$ cat src/rtl/cpu_defs_pkg.sv
// ---------------------------------------------------------------------------
// cpu_defs
// Shared definitions for the R-type CPU front end:
//   - fetch FSM state encoding (IDLE / REQ / HOLD)
//   - instruction field bit positions inside a 32-bit word
//   - default PC increment for sequential fetch
// Imported by the fetch unit, its field splitter and the decoder bench.
// ---------------------------------------------------------------------------
package cpu_defs;

  typedef enum logic [1:0] {
    ST_IDLE = 2'd0,
    ST_REQ  = 2'd1,
    ST_HOLD = 2'd2
  } fetch_state_t;

  localparam int OP_HI = 31;
  localparam int OP_LO = 26;
  localparam int RS_HI = 25;
  localparam int RS_LO = 21;
  localparam int RT_HI = 20;
  localparam int RT_LO = 16;
  localparam int RD_HI = 15;
  localparam int RD_LO = 11;
  localparam int SH_HI = 10;
  localparam int SH_LO = 6;
  localparam int FN_HI = 5;
  localparam int FN_LO = 0;

  localparam int PC_STEP_DEFAULT = 4;

endpackage

$ cat src/rtl/instr_fetch_unit_if.sv
// ---------------------------------------------------------------------------
// instr_fetch_unit_if
// Bundles the two handshakes of the fetch stage:
//   imem side : imem_req/imem_addr out, imem_ack/imem_rdata in
//   decode side: out_valid/out_pc/op/rs/rt/rd/shamt/funct out, out_ready in
// Modports:
//   master - the fetch unit
//   slave  - the environment (instruction memory + decoder)
// ---------------------------------------------------------------------------
interface instr_fetch_unit_if #(
  parameter int ADDR_W = 32
);
  logic              imem_req;
  logic [ADDR_W-1:0] imem_addr;
  logic              imem_ack;
  logic [31:0]       imem_rdata;

  logic              out_valid;
  logic              out_ready;
  logic [ADDR_W-1:0] out_pc;
  logic [5:0]        op;
  logic [4:0]        rs;
  logic [4:0]        rt;
  logic [4:0]        rd;
  logic [4:0]        shamt;
  logic [5:0]        funct;

  modport master (
    output imem_req, imem_addr,
    input  imem_ack, imem_rdata,
    output out_valid, out_pc, op, rs, rt, rd, shamt, funct,
    input  out_ready
  );

  modport slave (
    input  imem_req, imem_addr,
    output imem_ack, imem_rdata,
    input  out_valid, out_pc, op, rs, rt, rd, shamt, funct,
    output out_ready
  );
endinterface

$ cat src/rtl/instr_fetch_unit_field_split.sv
// ---------------------------------------------------------------------------
// if_field_split
// Purely combinational split of an R-type instruction word into its fields.
// Ports:
//   ir     in  32  instruction word
//   op     out 6   ir[31:26]
//   rs     out 5   ir[25:21]
//   rt     out 5   ir[20:16]
//   rd     out 5   ir[15:11]
//   shamt  out 5   ir[10:6]
//   funct  out 6   ir[5:0]
// ---------------------------------------------------------------------------
module if_field_split
  import cpu_defs::*;
(
  input  logic [31:0] ir,
  output logic [5:0]  op,
  output logic [4:0]  rs,
  output logic [4:0]  rt,
  output logic [4:0]  rd,
  output logic [4:0]  shamt,
  output logic [5:0]  funct
);
  assign op    = ir[OP_HI:OP_LO];
  assign rs    = ir[RS_HI:RS_LO];
  assign rt    = ir[RT_HI:RT_LO];
  assign rd    = ir[RD_HI:RD_LO];
  assign shamt = ir[SH_HI:SH_LO];
  assign funct = ir[FN_HI:FN_LO];
endmodule

$ cat src/rtl/instr_fetch_unit.sv
// ---------------------------------------------------------------------------
// instr_fetch_unit
// Fetch stage: holds the PC, fetches one 32-bit word per request over a
// req/ack handshake, latches it into the instruction register and presents
// the decoded fields to the decoder over a valid/ready handshake.
// Ports:
//   clk, rst_n        clock, asynchronous active-low reset
//   run               1 = new requests may be issued
//   pc_load/pc_target redirect strobe and target address
//   bus (master)      imem req/addr/ack/rdata and decode valid/ready/pc/fields
//   fetch_cnt, stall_cnt  (only when IF_PERF_CNT_EN is defined)
//                     accepted instructions / cycles stalled by the decoder
// ---------------------------------------------------------------------------
module instr_fetch_unit
  import cpu_defs::*;
#(
  parameter int                ADDR_W   = 32,
  parameter logic [ADDR_W-1:0] PC_RESET = '0,
  parameter int                PC_STEP  = PC_STEP_DEFAULT
) (
  input  logic              clk,
  input  logic              rst_n,
  input  logic              run,
  input  logic              pc_load,
  input  logic [ADDR_W-1:0] pc_target,
  instr_fetch_unit_if.master bus
`ifdef IF_PERF_CNT_EN
  ,
  output logic [31:0]       fetch_cnt,
  output logic [31:0]       stall_cnt
`endif
);

  localparam logic [ADDR_W-1:0] STEP = ADDR_W'(PC_STEP);

  fetch_state_t      state_q, state_d;
  logic [ADDR_W-1:0] pc_q, pc_d;
  logic [31:0]       ir_q;
  logic [ADDR_W-1:0] out_pc_q;
  logic              ir_load;
  // A redirect seen while a request is outstanding: the address on the bus
  // must stay put, so the target is parked here until the ack arrives.
  logic              pend_flush_q, pend_flush_d;
  logic [ADDR_W-1:0] pend_target_q, pend_target_d;
  logic              out_valid;
  logic              handshake;

  assign out_valid     = (state_q == ST_HOLD);
  assign handshake     = out_valid && bus.out_ready;
  assign bus.out_valid = out_valid;
  assign bus.imem_req  = (state_q == ST_REQ);
  assign bus.imem_addr = pc_q;
  assign bus.out_pc    = out_pc_q;

  always_comb begin
    // NOTE: every signal assigned here gets a default first, otherwise a
    // path that skips it infers a latch.
    state_d       = state_q;
    pc_d          = pc_q;
    ir_load       = 1'b0;
    pend_flush_d  = pend_flush_q;
    pend_target_d = pend_target_q;
    case (state_q)
      ST_IDLE: begin
        if (pc_load) pc_d = pc_target;
        if (run)     state_d = ST_REQ;
      end
      ST_REQ: begin
        if (bus.imem_ack) begin
          pend_flush_d = 1'b0;
          if (pc_load) begin
            // Redirect on the ack cycle itself: drop the word, newest target wins.
            pc_d    = pc_target;
            state_d = run ? ST_REQ : ST_IDLE;
          end else if (pend_flush_q) begin
            pc_d    = pend_target_q;
            state_d = run ? ST_REQ : ST_IDLE;
          end else begin
            ir_load = 1'b1;
            pc_d    = pc_q + STEP;  // wraps modulo 2^ADDR_W
            state_d = ST_HOLD;
          end
        end else if (pc_load) begin
          pend_flush_d  = 1'b1;
          pend_target_d = pc_target;
        end
      end
      ST_HOLD: begin
        // A redirect without a handshake flushes the held instruction; with a
        // handshake the transfer completes and only the PC is redirected.
        if (pc_load) pc_d = pc_target;
        if (handshake || pc_load) state_d = run ? ST_REQ : ST_IDLE;
      end
      default: state_d = ST_IDLE;
    endcase
  end

  // NOTE: sequential state is written with non-blocking assignments so every
  // register samples the pre-edge values, independent of statement order.
  always_ff @(posedge clk or negedge rst_n) begin
    if (!rst_n) begin
      state_q       <= ST_IDLE;
      pc_q          <= PC_RESET;
      ir_q          <= '0;
      out_pc_q      <= '0;
      pend_flush_q  <= 1'b0;
      pend_target_q <= '0;
    end else begin
      state_q       <= state_d;
      pc_q          <= pc_d;
      pend_flush_q  <= pend_flush_d;
      pend_target_q <= pend_target_d;
      if (ir_load) begin
        ir_q     <= bus.imem_rdata;
        out_pc_q <= pc_q;
      end
    end
  end

  if_field_split u_field_split (
    .ir    (ir_q),
    .op    (bus.op),
    .rs    (bus.rs),
    .rt    (bus.rt),
    .rd    (bus.rd),
    .shamt (bus.shamt),
    .funct (bus.funct)
  );

`ifdef IF_PERF_CNT_EN
  always_ff @(posedge clk or negedge rst_n) begin
    if (!rst_n) begin
      fetch_cnt <= '0;
      stall_cnt <= '0;
    end else begin
      if (handshake)                  fetch_cnt <= fetch_cnt + 32'd1;
      if (out_valid && !bus.out_ready) stall_cnt <= stall_cnt + 32'd1;
    end
  end
`endif

endmodule

$ cat src/flat_wrapper.sv
// flat-port wrapper written by rule: the top's interface ports become plain ports
module instr_fetch_unit_flat import cpu_defs::*;
#(
  parameter int                ADDR_W   = 32,
  parameter logic [ADDR_W-1:0] PC_RESET = '0,
  parameter int                PC_STEP  = PC_STEP_DEFAULT
)
  (clk, rst_n, run, pc_load, pc_target, bus_imem_req, bus_imem_addr, bus_imem_ack, bus_imem_rdata, bus_out_valid, bus_out_pc, bus_op, bus_rs, bus_rt, bus_rd, bus_shamt, bus_funct, bus_out_ready);
  instr_fetch_unit_if #(.ADDR_W(ADDR_W)) bus_i ();
  input  logic clk;
  input  logic rst_n;
  input  logic run;
  input  logic pc_load;
  input  logic [ADDR_W-1:0] pc_target;
  output wire logic [$bits(bus_i.imem_req)-1:0] bus_imem_req;
  output wire logic [$bits(bus_i.imem_addr)-1:0] bus_imem_addr;
  input wire logic [$bits(bus_i.imem_ack)-1:0] bus_imem_ack;
  input wire logic [$bits(bus_i.imem_rdata)-1:0] bus_imem_rdata;
  output wire logic [$bits(bus_i.out_valid)-1:0] bus_out_valid;
  output wire logic [$bits(bus_i.out_pc)-1:0] bus_out_pc;
  output wire logic [$bits(bus_i.op)-1:0] bus_op;
  output wire logic [$bits(bus_i.rs)-1:0] bus_rs;
  output wire logic [$bits(bus_i.rt)-1:0] bus_rt;
  output wire logic [$bits(bus_i.rd)-1:0] bus_rd;
  output wire logic [$bits(bus_i.shamt)-1:0] bus_shamt;
  output wire logic [$bits(bus_i.funct)-1:0] bus_funct;
  input wire logic [$bits(bus_i.out_ready)-1:0] bus_out_ready;
  assign bus_imem_req = bus_i.imem_req;
  assign bus_imem_addr = bus_i.imem_addr;
  assign bus_i.imem_ack = bus_imem_ack;
  assign bus_i.imem_rdata = bus_imem_rdata;
  assign bus_out_valid = bus_i.out_valid;
  assign bus_out_pc = bus_i.out_pc;
  assign bus_op = bus_i.op;
  assign bus_rs = bus_i.rs;
  assign bus_rt = bus_i.rt;
  assign bus_rd = bus_i.rd;
  assign bus_shamt = bus_i.shamt;
  assign bus_funct = bus_i.funct;
  assign bus_i.out_ready = bus_out_ready;
  instr_fetch_unit #(.ADDR_W(ADDR_W), .PC_RESET(PC_RESET), .PC_STEP(PC_STEP)) u_core (.clk(clk), .rst_n(rst_n), .run(run), .pc_load(pc_load), .pc_target(pc_target), .bus(bus_i));
endmodule
$ cat config.mk
export PLATFORM = sky130hd
export DESIGN_NAME = instr_fetch_unit_flat
export DESIGN_NICKNAME = d
export VERILOG_FILES = /design/src/rtl/cpu_defs_pkg.sv /design/src/rtl/instr_fetch_unit_if.sv /design/src/rtl/instr_fetch_unit_field_split.sv /design/src/rtl/instr_fetch_unit.sv /design/src/flat_wrapper.sv
export SDC_FILE = /design/constraint.sdc
export NUM_CORES = 1
export LEC_CHECK = 0
export CORE_MARGIN = 3
export CORE_UTILIZATION = 29
export CTS_BUF_LIST = sky130_fd_sc_hd__clkbuf_2
export DETAILED_ROUTE_END_ITERATION = 10
export DONT_BUFFER_PORTS = 1
export PLACE_DENSITY = 0.43
export SLEW_MARGIN = 20
export SYNTH_ARGS = -nofsm -noshare
export SYNTH_HDL_FRONTEND = slang
export SYNTH_HIERARCHICAL = 1
export SYNTH_SLANG_ARGS = --single-unit
$ cat constraint.sdc
create_clock -name clk -period 4.2 [get_ports clk]
set_input_delay 0.84 -clock clk [delete_from_list [all_inputs] [get_ports clk]]
set_output_delay 0.84 -clock clk [all_outputs]
set_load 0.02 [all_outputs]
==> results.toml <==
[outcome]
outcome = "finished, final reports clean"

[synth]
synth_warnings = 6
yosysMostFrequentCell = "nand2_1"
synth_flop_cell = "dfrtp_1"
async_flop_share_pct = 100.0
synth_area_leaders = "dfrtp_1 (52%), nand2_1 (13%), mux2_2 (5.7%)"
synth_commonest_cells = "nand2_1 (217), dfrtp_1 (131), buf_4 (33)"
syn_area_sq_mm = 0.006310
synth_seq_cells = 131
synth_edf_count = 0
yosysTopAreaCell = "dfrtp_1"
synth_area_per_cell_sq_um = 9.334
synth_top_area_share_pct = 51.95
syn_nets = 747
yosysSeqAreaShare_pct = 51.95
synthCells = 676
synth.distinct_cells = 49

[placement]
dp_hpwl_mm = 11.62
gp_congestion = 0.7451
place_ws_ns = 1.074
io_buffers = 0

[worst_setup_path]
cp-start-kind = "flip-flop"
crit_buf_inv = 1
crit_type = "reg2reg"
required_ns = 4.81
worstPathArrival_ns = 3.44
worst_path_dominant_cell_family = "flip-flops"
crit_chain = "clkinv_1 -> nor2_1 -> a32o_1 -> a21oi_1 -> o21ai_0"
crit_path_end_kind = "flip-flop"
critPathMaxFanout = 22
crit_slowest_cell = "dfrtp_1"
critPathMaxStageDelay_ns = 0.97

[grt]
grt_overflow_total = 0
grt_use_total_pct = 15.15
grt_pass1_wl_mm = 28.14
antenna_found_initial = 1
first_global_vias = 4718
grt_max_degree = 132

[sta]
fin_tns_setup_ns = 0
fin_crit_sh_pct = 67.47
maxSlewHeadroom_pct = 36.25
worst_slew_pin_slew_ns = 0.9563
finalSetupViolations = 0
min_period_ns = 2.834
holdWs_ns = 0.1840
finClkSkew_ns = 0.03448
slew_viol_final = 0
setup_ws_ns = 1.366
timing.fmax_ghz = 0.3529
hold_viol = 0
rsz0062_at_grt = "no"

[routing]
wl_per_cell_um = 19.14
drc = 0
drt-initial-drc-count = 295
totalWireLength_mm = 17.73
first_pass_iters = 4
num_vias = 4617
via_per_inst = 4.986
final_antenna_net_count = 0

[clocking]
htree_levels = 4
cts_tree = "done"
clk-insertion-delay-late_ns = 0.69
cts.reportedPaths.clkPinSlew_ns = 0.20
clockRootBuffer = "clkbuf_2"
cts_resized = 0
cts_buffer_depth = 2
cts_buffers = 17
cts_sinks = 131
cts_setup_buffers = 0

[job]
cap_violations = 0

[layout]
drive_above_1_share_pct = 12.46
fin_util_pct = 31.07
final_nets = 708
syn_to_final_growth_pct = 4.481
nFillCells = 2210

[pwr]
p_total_mw = 4.608
power_density_mw_per_mm2 = 699.0
p_leak_nw = 2.904
worst_ir_drop_vdd_mv = 0.2377

[min_path]
hp-class = "in2reg"

[floorplan]
initial_utilization_pct = 29.73
die_x_um = 153.5
die_h_um = 153.5
die_area_sq_mm = 0.02356
io_pins = 168
coreArea_sq_mm = 0.02122
num_rows = 53
## report_power, final
part / internal, mW / switching (mW) / leakage [nW]
logic: 0.458 / 0.565 / 1.20
registers: 1.78 / 1.15 / 1.59
clock network: 0.154 / 0.498 / 0.105
## routing by layer
| metal | GRT usage [%] | share of wire, % | vias to the layer above | wire, um |
|---|---|---|---|---|
| li1 | - | - | 2188 | - |
| met3 | 5.516 | 7.9 | 11 | 1392 |
| met4 | 4.121 | 0.85 | 0 | 150 |
| met1 | 19.41 | 44 | 2265 | 7763 |
| met2 | 24.32 | 47 | 153 | 8419 |
| met5 | 0 | 0 | - | 0 |
## cell usage in the layout (no fill, tap or decap), types with 2 or more instances in the layout
cell type	instances
o21ai_0	20
nor2_1	26
nor2b_1	3
o221ai_1	4
xnor2_1	12
a21o_1	2
clkinv_4	3
and4_1	4
nor4_1	3
nor4_4	2
a21oi_1	27
mux2_2	32
a31oi_1	5
nand2_1	217
a2111oi_0	2
mux2i_1	9
o22ai_1	5
or3_1	3
dfrtp_1	131
o21ai_1	4
nand3b_1	4
nand3_1	22
clkinv_1	4
nor2_4	2
a32o_1	8
buf_4	7
nand2b_1	3
o211ai_1	7
nor3_1	11
a32oi_1	2
nand4_1	10
xor2_1	6
clkinvlp_4	5
buf_16	2
clkbuf_2	19
inv_1	7
## registers in the layout (all words and copies together) (netlist names)
signal and count:
u_core/bus.imem_addr 32, u_core/bus.out_pc 32, u_core/ir_q 32, u_core/pend_target_q 32, u_core/state_q 2, u_core/pend_flush_q 1
## cell type report
class / count / area, sq um / share of cell area, %
antenna: 1 / 2.502 / 0.03796
clock buffer: 19 / 95.09 / 1.442
clock inverter: 13 / 88.84 / 1.348
inverter: 8 / 30.03 / 0.4555
multi-input combinational: 469 / 2636 / 39.99
sequential: 131 / 3278 / 49.72
tap: 275 / 344.1 / 5.219
timing repair buffer: 10 / 117.6 / 1.784
## path summary, 6_finish.rpt
| path | startpoint | end | slack [ns] | cells past startpoint |
|---|---|---|---|---|
| worst max-delay path | u_core/pend_flush_q | u_core/bus.imem_addr[15] | 1.37 | 5 |
| worst min-delay path | pc_load | u_core/state_q[1] | 0.18 | 1 |
| worst max register to register | u_core/pend_flush_q | u_core/bus.imem_addr[15] | 1.37 | 5 |
| worst min register to register | u_core/pend_target_q[26] | u_core/pend_target_q[26] | 0.53 | 1 |
| max in group asynchronous | rst_n | u_core/bus.imem_addr[20] | 2.91 | 2 |
| min in group asynchronous | rst_n | u_core/ir_q[21] | 0.73 | 2 |
## through the flow
stage,std cells,cell area [sq um]
2_1_floorplan,676,6310
3_3_place_gp,890,6341
3_5_place_dp,890,6341
4_1_cts,923,6553
5_1_grt,926,6593
6_report,926,6593
## kinds of logic (layout without fill, tap and decap cells)
family | count (synthesis) | after routing | synth area share (%)
other | 0 | 1 | 0
buffers and inverters | 76 | 50 | 6.702
and+or+nand+nor | 318 | 318 | 22.37
xor gates and xnor gates | 18 | 18 | 2.498
DFF | 131 | 131 | 51.95
AOI/OAI and AO/OA | 91 | 91 | 9.142
adders and majority gates | 1 | 1 | 0.1983
muxes | 41 | 41 | 7.139
## what timing repair did
item | 4_1_cts | 5_1_grt
hold buffers | 1 | 1
endpoints found under the hold margin | 131 | 6
setup endpoints to repair | 0 | 0
Power figures use the tool's default switching activity.
